==> src/rtl/bit_array_pkg.sv <==
// Shared types and width helpers for the banked bit-addressable array.
package bit_array_pkg;

    typedef enum logic [1:0] {
        StIdle,
        StClear,
        StDone
    } clr_state_e;

    // Index width that never collapses to zero bits for single-entry dimensions.
    function automatic int unsigned clog2_min1(input int unsigned n);
        return (n <= 32'd2) ? 32'd1 : $clog2(n);
    endfunction

endpackage

==> src/rtl/bit_array_clr_seq.sv <==
// Sequential clear walker: visits every word bank-major, one per cycle, then pulses done.
module bit_array_clr_seq
    import bit_array_pkg::*;
#(
    parameter int unsigned BANKS = 2,
    parameter int unsigned DEPTH = 2,
    localparam int unsigned BW = clog2_min1(BANKS),
    localparam int unsigned IW = clog2_min1(DEPTH)
) (
    input  logic          clk,
    input  logic          rst_n,
    input  logic          start_i,
    output logic          clr_en_o,
    output logic [BW-1:0] clr_bank_o,
    output logic [IW-1:0] clr_idx_o,
    output logic          busy_o,
    output logic          done_o
);

    localparam logic [BW-1:0] LastBank = BW'(BANKS - 1);
    localparam logic [IW-1:0] LastIdx  = IW'(DEPTH - 1);

    clr_state_e    state_q;
    logic [BW-1:0] bank_q;
    logic [IW-1:0] idx_q;
    logic          busy_q;
    logic          done_q;

    always_ff @(posedge clk or negedge rst_n) begin
        if (!rst_n) begin
            state_q <= StIdle;
            bank_q  <= '0;
            idx_q   <= '0;
            busy_q  <= 1'b0;
            done_q  <= 1'b0;
        end else begin
            case (state_q)
                StIdle: begin
                    if (start_i) begin
                        state_q <= StClear;
                        busy_q  <= 1'b1;
                        bank_q  <= '0;
                        idx_q   <= '0;
                    end
                end
                StClear: begin
                    if (idx_q == LastIdx) begin
                        idx_q <= '0;
                        if (bank_q == LastBank) begin
                            state_q <= StDone;
                            busy_q  <= 1'b0;
                            done_q  <= 1'b1;
                        end else begin
                            bank_q <= bank_q + 1'b1;
                        end
                    end else begin
                        idx_q <= idx_q + 1'b1;
                    end
                end
                StDone: begin
                    state_q <= StIdle;
                    done_q  <= 1'b0;
                end
                default: begin
                    state_q <= StIdle;
                    busy_q  <= 1'b0;
                    done_q  <= 1'b0;
                end
            endcase
        end
    end

    assign clr_en_o   = busy_q;
    assign clr_bank_o = bank_q;
    assign clr_idx_o  = idx_q;
    assign busy_o     = busy_q;
    assign done_o     = done_q;

endmodule

==> src/rtl/bit_array_bank.sv <==
// Banked word array with single-bit writes, one-cycle word reads and a sequential clear.
module bit_array_bank
    import bit_array_pkg::*;
#(
    parameter int unsigned WIDTH = 8,
    parameter int unsigned BANKS = 2,
    parameter int unsigned DEPTH = 2,
    localparam int unsigned BW = clog2_min1(BANKS),
    localparam int unsigned IW = clog2_min1(DEPTH),
    localparam int unsigned SW = clog2_min1(WIDTH)
) (
    input  logic             clk,
    input  logic             rst_n,
    input  logic             wr_en_i,
    input  logic [BW-1:0]    wr_bank_i,
    input  logic [IW-1:0]    wr_idx_i,
    input  logic [SW-1:0]    wr_bit_i,
    input  logic             wr_val_i,
    input  logic             rd_en_i,
    input  logic [BW-1:0]    rd_bank_i,
    input  logic [IW-1:0]    rd_idx_i,
    input  logic             rd_invert_i,
    output logic             rd_valid_o,
    output logic [WIDTH-1:0] rd_data_o,
    input  logic             clr_start_i,
    output logic             clr_busy_o,
    output logic             clr_done_o
);

    logic [WIDTH-1:0] mem_q [BANKS][DEPTH];
    logic [WIDTH-1:0] mem_d [BANKS][DEPTH];
    logic             rd_valid_q;
    logic [WIDTH-1:0] rd_data_q, rd_data_d;

    logic          clr_en;
    logic [BW-1:0] clr_bank;
    logic [IW-1:0] clr_idx;
    logic          wr_ok, rd_ok;

    bit_array_clr_seq #(
        .BANKS(BANKS),
        .DEPTH(DEPTH)
    ) u_clr_seq (
        .clk       (clk),
        .rst_n     (rst_n),
        .start_i   (clr_start_i),
        .clr_en_o  (clr_en),
        .clr_bank_o(clr_bank),
        .clr_idx_o (clr_idx),
        .busy_o    (clr_busy_o),
        .done_o    (clr_done_o)
    );

    // Writes are locked out for the whole CLEAR and DONE window.
    assign wr_ok = wr_en_i && !clr_busy_o && !clr_done_o
                   && (32'(wr_bank_i) < BANKS) && (32'(wr_idx_i) < DEPTH)
                   && (32'(wr_bit_i) < WIDTH);
    assign rd_ok = (32'(rd_bank_i) < BANKS) && (32'(rd_idx_i) < DEPTH);

    always_comb begin
        mem_d = mem_q;
        if (clr_en) begin
            mem_d[clr_bank][clr_idx] = '0;
        end else if (wr_ok) begin
            mem_d[wr_bank_i][wr_idx_i][wr_bit_i] = wr_val_i;
        end
    end

    // Reads sample mem_q, so a same-cycle write is not visible yet.
    always_comb begin
        rd_data_d = rd_data_q;
        if (rd_en_i) begin
            rd_data_d = rd_ok ? (mem_q[rd_bank_i][rd_idx_i] ^ {WIDTH{rd_invert_i}}) : '0;
        end
    end

    always_ff @(posedge clk or negedge rst_n) begin
        if (!rst_n) begin
            mem_q      <= '{default: '0};
            rd_valid_q <= 1'b0;
            rd_data_q  <= '0;
        end else begin
            mem_q      <= mem_d;
            rd_valid_q <= rd_en_i;
            rd_data_q  <= rd_data_d;
        end
    end

    assign rd_valid_o = rd_valid_q;
    assign rd_data_o  = rd_data_q;

endmodule

==> config.mk <==
export PLATFORM = sky130hd
export DESIGN_NAME = bit_array_bank
export DESIGN_NICKNAME = d
export VERILOG_FILES = /design/src/rtl/bit_array_pkg.sv /design/src/rtl/bit_array_clr_seq.sv /design/src/rtl/bit_array_bank.sv
export SDC_FILE = /design/constraint.sdc
export NUM_CORES = 1
export LEC_CHECK = 0
export BUFFER_PORTS_ARGS = -buffer_cell sky130_fd_sc_hd__clkbuf_2
export CAP_MARGIN = 15
export CORE_ASPECT_RATIO = 1.1
export CORE_MARGIN = 2
export CORE_UTILIZATION = 50
export DETAILED_ROUTE_END_ITERATION = 16
export PLACE_DENSITY = 0.78
export SLEW_MARGIN = 10
export SYNTH_ARGS = -nofsm -noshare
export SYNTH_HDL_FRONTEND = slang
export SYNTH_HIERARCHICAL = 1
export SYNTH_SLANG_ARGS = --single-unit
==> constraint.sdc <==
create_clock -name clk -period 2.55 [get_ports clk]
set_input_delay 0.1275 -clock clk [delete_from_list [all_inputs] [get_ports clk]]
set_output_delay 0.1275 -clock clk [all_outputs]
set_load 0.1 [all_outputs]
Yosys cells after proc, flatten, opt, wreduce, memory -nomap -nowiden --
Cells that the tools add are included.
Word-level totals: output and inout bits 11, memories kept 0, bits of input ports 14, register bits 47, bits in latches 0, memory bits (writable) 0, bits in read-only memories 0
Cells by class: equal/unequal tests 5, reduce and logical (&&, ||, !) cells 17, add/sub/neg operators 2, div/mod/pow operators 0, order comparisons 12, shift operators 0, multipliers 0, muxes and demuxes 36, bitwise logic cells 11
Operators by type and width (number):
- 16-bit two-way mux | 5
- 32-bit two-way mux | 2
- 8-bit two-way mux | 5
- 32-bit AND | 1
- 32-bit bitwise mux | 1
- 16-bit demux with 1-bit select | 2
- 32-bit inverter | 1
- 8-bit demux with 1-bit select | 2
- 2-bit greater-or-equal comparator (second input constant) | 6
- 1-bit inverter with 2-bit output | 6
- 1-bit two-way mux | 10
- 3-bit AND reduction | 3
- 2-bit by 1-bit less-than comparator with 1-bit output (second input constant) | 4
- 8-bit bitwise XOR | 1
- 1-bit logical AND | 7
- 2-bit two-way mux | 3
- 1-bit case mux with 2 select lines | 3
- 3-bit by 4-bit less-than comparator with 1-bit output (second input constant) | 1
- 2-bit by 1-bit inequality test with 1-bit output (second input constant) | 2
- 2-bit case mux with 2 select lines | 1
- 4-bit AND reduction | 1
- 2-bit nonzero test | 2
- 1-bit demux with 3-bit select | 1
- 3-bit by 1-bit greater-or-equal comparator with 1-bit output (second input constant) | 1
- 9 further kinds | 12

Logic depth before layout (Yosys ltp) --
depth in word-level cells 11, gate-level depth with buffers 6, depth with buffers taken out 3

By module --
The synthesis kept the hierarchy.
Modules (own cells, without submodules):
- bit_array_bank | area each 2331.0 um^2, instances 1, cells an instance 220
- bit_array_clr_seq | area each 240.2 um^2, instances 1, cells an instance 24

Worst setup path before layout --
Ideal clock, no wire load.
kind reg2reg, start point register u_clr_seq.busy_q, in the netlist u_clr_seq/busy_o, end point register mem_q[12] (netlist name), setup time 0.144 ns, buffers on the path 2, data required time 2.406 ns, cell stages (with the launch flop) 6, clock period less this slack 2.030 ns, path slack 0.520 ns, data arrival time 1.886 ns, cells stage by stage dfrtp_1 -> buf_4 -> inv_1 -> buf_4 -> mux2i_1 -> o221ai_1
On the way: cells in the longest elaborated chain, start to end 4, elaborated cells on any way between the ends 5, classes of those cells mux (1); reduce/logical (4)
RTL lines:
- from (decl) | RTL line bit_array_clr_seq.sv:26 | logic busy_q;
- from (signal assigned) | RTL line bit_array_clr_seq.sv:34 | busy_q <= 1'b0;
- from (signal assigned) | RTL line bit_array_clr_seq.sv:41 | busy_q <= 1'b1;
- from (signal assigned) | RTL line bit_array_clr_seq.sv:51 | busy_q <= 1'b0;
- 1-bit logical NOT | RTL line bit_array_bank.sv:55 | assign wr_ok = wr_en_i && !clr_busy_o && !clr_done_o
- 1-bit logical AND (2 in series) | RTL line bit_array_bank.sv:55
- 2-bit nonzero test (no line)
- to (signal assigned) | RTL line bit_array_bank.sv:83 | mem_q <= mem_d;
- to (decl) | RTL line bit_array_bank.sv:30 | logic [WIDTH-1:0] mem_q [BANKS][DEPTH];
Parallel ways exist; a longest one is shown, timed or not. A chain may end at the register's enable or synchronous reset.

Worst setup path in the final report --
start point register u_clr_seq.busy_q, in the netlist u_clr_seq/busy_o, end point register mem_q[2] (netlist name)
The elaborated chain is that of the path after synthesis.

==> metrics.md <==
| Metric | Value |
|---|---|
| Outcome | completed |
| FILL cells | 419 |
| Worst EP required | 2750 ps |
| Largest cells by area after synthesis | sky130_fd_sc_hd__dfrtp_1 46%, sky130_fd_sc_hd__o221ai_1 11%, sky130_fd_sc_hd__mux4_2 7.0%, sky130_fd_sc_hd__nand3_1 6.2%, sky130_fd_sc_hd__inv_1 5.0% |
| Number of global-route vias before repair | 1978 |
| Share of cells above drive strength 1 | around 19% |
| Buffers added on ports | 24 |
| Number of hold violations in the final report | 0 |
| Detail Route Antenna Nets | 0 |
| Overall die height | a little under 80 µm |
| Gate count after technology mapping | 244 |
| Gp weighted congestion | around 0.85 |
| Total power of the final layout | 3.43 mW |
| Cell type with the largest total area after synthesis | sky130_fd_sc_hd__dfrtp_1 |
| Pwr/cell area | 1220 nW/µm² |
| Fraction of synthesis flops using an asynchronous set or reset pin | between 90% and 100% |
| Cell area after placement | 2730 µm² |
| Reg clk slew, reported paths | 80 ps |
| Overall routing resource usage | 22.8% |
| Clock latency on the worst-skew pair | 290 ps |
| Category of the worst setup path capture point | register |
| Met2 GRT Util | 36.2% |
| Start of the worst register-to-register path | u_clr_seq/busy_o |
| Total CTS buffers | 5 |
| Sequential area share after synthesis | a little under half |
| Routed via count | around 2100 |
| Total Die Area | 5730 µm² |
| Library cells used by synthesis | 30 |
| DRC violation total after the first TritonRoute iteration | approximately 140 |
| Most frequent cell after synthesis | sky130_fd_sc_hd__dfrtp_1 |
| Destination of the worst hold path | rd_valid_o |
| Wire length of the first global-routing pass | 10.0 mm |
| Root buffer selected by CTS | sky130_fd_sc_hd__clkbuf_8 |
| Clock sink count | 47 |
| Top flip-flop cell by instance count after synthesis | sky130_fd_sc_hd__dfrtp_1 |
| Synth Register Bits | 47 |
| Arrival time worst endpoint | 2080 ps |
| Final net count | 279 |
| Total DRC errors in the routed layout | 0 |
| Transition at the pin with the smallest max-transition slack | 649 ps |
| Combined area of the multi-input logic cells | 1190 µm² |
| Core area | approximately 5000 µm² |
| Worst clock skew on the final layout | 3.90 ps |
| HP Class | in -> reg |
| Length of the first detailed-routing pass in iterations | 4 |
| Peak clock frequency supported by timing | 531 MHz |
| Post-detailed-routing wire length | ~5.9 mm |
| Met3 Track Usage GR | 4.57% |
| Clock tree buffer depth | 2 |
| Setup violations, final | 0 |
| H-tree levels | 2 |
| Netlist Area Pre-Place | 2570 µm² |
| Worst hold stages | 1 |
| Antenna violations before repair | 0 |
| Total inserted antenna cells | 0 |
| Max transition margin | between 50% and 60% |
| Die width | 72.4 µm |
| Syn_area_per_cell | about 11 µm² |
| Launching element type of the critical path | register |
| Finished layout cell area | 2810 µm² |
| WS Path Type | reg -> reg |
| Synthesis-to-finish area growth | 9.25% |
| Number of enable-type register cells in the synthesized netlist | 0 |
| GRT Residual Overflow | 0 |
| Setup repair after global routing missed its margin | no |
| Endpoint of the lowest-slack register-to-register path | mem_q[2] |
| Share of the synthesized area in the top cell type | 45.7% |
| Detail Placement HPWL | 4.11 mm |
| Global-route track usage on met1 | 30.7% |
| TNS Setup | 0 ps |
| Post-CTS setup buffers | 0 |
| Max Slew Vio Count | 0 |
| Area occupied by registers | ~1200 µm² |
| Via/cell ratio | ~6.4 |
| Leakage power summed over all cells | approximately 1.2 nW |
| Ratio of final minimum period to clock period | 73.8% |
| Post-synth net total | around 260 |
| Top fanout value on the critical path | 16 |
| Peak ir drop on the vdd network | 0.851 mV |
| Most frequent cells after synthesis | 47 x sky130_fd_sc_hd__dfrtp_1, 34 x sky130_fd_sc_hd__inv_1, 32 x sky130_fd_sc_hd__nand3_1, 32 x sky130_fd_sc_hd__o221ai_1, 13 x sky130_fd_sc_hd__a21oi_1 |
| Number of top-level design ports | 25 |
| Yosys warning count | 6 |
| Layout Utilization | 56.6% |
| Starting density of the core | 51.8% |
| Register-to-register path setup slack | 670 ps |
| Critical hold path startpoint | rd_en_i |
| Largest net degree at the start of global routing | 31 |
| Wire length per cell after detailed routing | 18.3 µm |
| Global-route layer with the greatest usage | met2 |
| Total of max-cap violations | 0 |
| Length in cells of the worst reg-to-reg path | 3 |
| Placement row count | 27 |
| Final period demand of the worst path | 1880 ps |
| TritonCTS clock tree | yes |
==> cell families (layout without fill, tap and decap cells) <==
group / after synthesis / in the layout / share of synthesized area [%]
compound gates: 55 / 55 / 16.8
mux: 12 / 12 / 9.54
simple gates: 72 / 72 / 17.3
xor+xnor: 8 / 8 / 2.73
flops: 47 / 47 / 45.7
buf+inv: 50 / 70 / 7.88
==> metal layers <==
layer | part of all wire [%] | up-vias
li1 | - | 959
met1 | 43 | 1018
met2 | 49 | 68
met3 | 5.1 | 10
met4 | 2.1 | 0
met5 | 0 | -
==> through the flow <==
| step | hold WS, ps | setup WS [ps] | cells |
|---|---|---|---|
| 2_1_floorplan | -168 | 520 | 244 |
| 3_3_place_gp | 123 | 790 | 315 |
| 3_5_place_dp | 124 | 705 | 315 |
| 4_1_cts | 145 | 667 | 322 |
| 5_1_grt | 178 | 444 | 322 |
| 6_report | 147 | 668 | 322 |
==> where the power goes <==
| group | internal (mW) | switching [mW] | leakage, nW |
|---|---|---|---|
| combinational | 0.579 | 1.11 | 0.578 |
| sequential | 1.04 | 0.284 | 0.562 |
| clock | 0.183 | 0.233 | 0.0371 |
==> cell type report <==
cell class              count  area share, %
clock buffers               6           2.58
flip-flops and latches     47           41.9
repair buffers             30           5.97
well taps                  58           2.58
inverters                  34           4.54
multi-input cells         147           42.4
==> flip-flops by register name (all words and copies together), names as in the netlist <==
name                  count
u_clr_seq/clr_bank_o      1
u_clr_seq/done_o          1
u_clr_seq/clr_idx_o       1
u_clr_seq/busy_o          1
rd_data_o                 8
rd_valid_o                1
u_clr_seq/state_q         2
mem_q                    32
==> how the worst max path moves through the flow <==
stage,from,to,slack (ps)
floorplan,u_clr_seq/busy_o,mem_q[12],520
global placement,u_clr_seq/busy_o,mem_q[25],790
detailed placement,u_clr_seq/busy_o,mem_q[26],700
CTS,u_clr_seq/busy_o,mem_q[2],670
global route,u_clr_seq/busy_o,mem_q[10],440
finish,u_clr_seq/busy_o,mem_q[2],670
==> critical path: stages (launching register included) <==
cell                       delay (ps)
sky130_fd_sc_hd__dfrtp_1          530
sky130_fd_sc_hd__nor3b_1          340
sky130_fd_sc_hd__nand3_1          530
sky130_fd_sc_hd__o221ai_1         390
==> cells in the final DEF, fill, tap and decap left out <==
cell	instances
sky130_fd_sc_hd__nand3_1	32
sky130_fd_sc_hd__clkbuf_1	1
sky130_fd_sc_hd__o21a_1	1
sky130_fd_sc_hd__o221ai_1	32
sky130_fd_sc_hd__a21boi_0	1
sky130_fd_sc_hd__clkbuf_8	5
sky130_fd_sc_hd__nand4_1	2
sky130_fd_sc_hd__or4b_1	3
sky130_fd_sc_hd__a21oi_1	13
sky130_fd_sc_hd__xnor2_1	8
sky130_fd_sc_hd__a21oi_4	2
sky130_fd_sc_hd__o21ai_0	2
sky130_fd_sc_hd__nand2b_1	3
sky130_fd_sc_hd__dlygate4sd3_1	1
sky130_fd_sc_hd__mux2i_1	2
sky130_fd_sc_hd__clkbuf_2	24
sky130_fd_sc_hd__a41oi_1	1
sky130_fd_sc_hd__nand4bb_1	7
sky130_fd_sc_hd__inv_1	34
sky130_fd_sc_hd__o21bai_1	1
sky130_fd_sc_hd__or4b_4	2
sky130_fd_sc_hd__mux4_2	8
sky130_fd_sc_hd__or4_4	1
sky130_fd_sc_hd__nand4b_1	4
sky130_fd_sc_hd__mux2i_4	2
sky130_fd_sc_hd__dfrtp_1	47
sky130_fd_sc_hd__nor3b_1	1
sky130_fd_sc_hd__a31oi_1	2
sky130_fd_sc_hd__nor2_1	12
sky130_fd_sc_hd__nand2_1	5
sky130_fd_sc_hd__buf_4	5
==> timing repair <==
action | 4_1_cts | 5_1_grt
setup endpoints to repair | 0 | 0
resized for setup | 0 | 0
hold endpoints to repair | 19 | 0
hold buffers | 1 | 0
No activity file was read; power rests on OpenSTA's default activity.
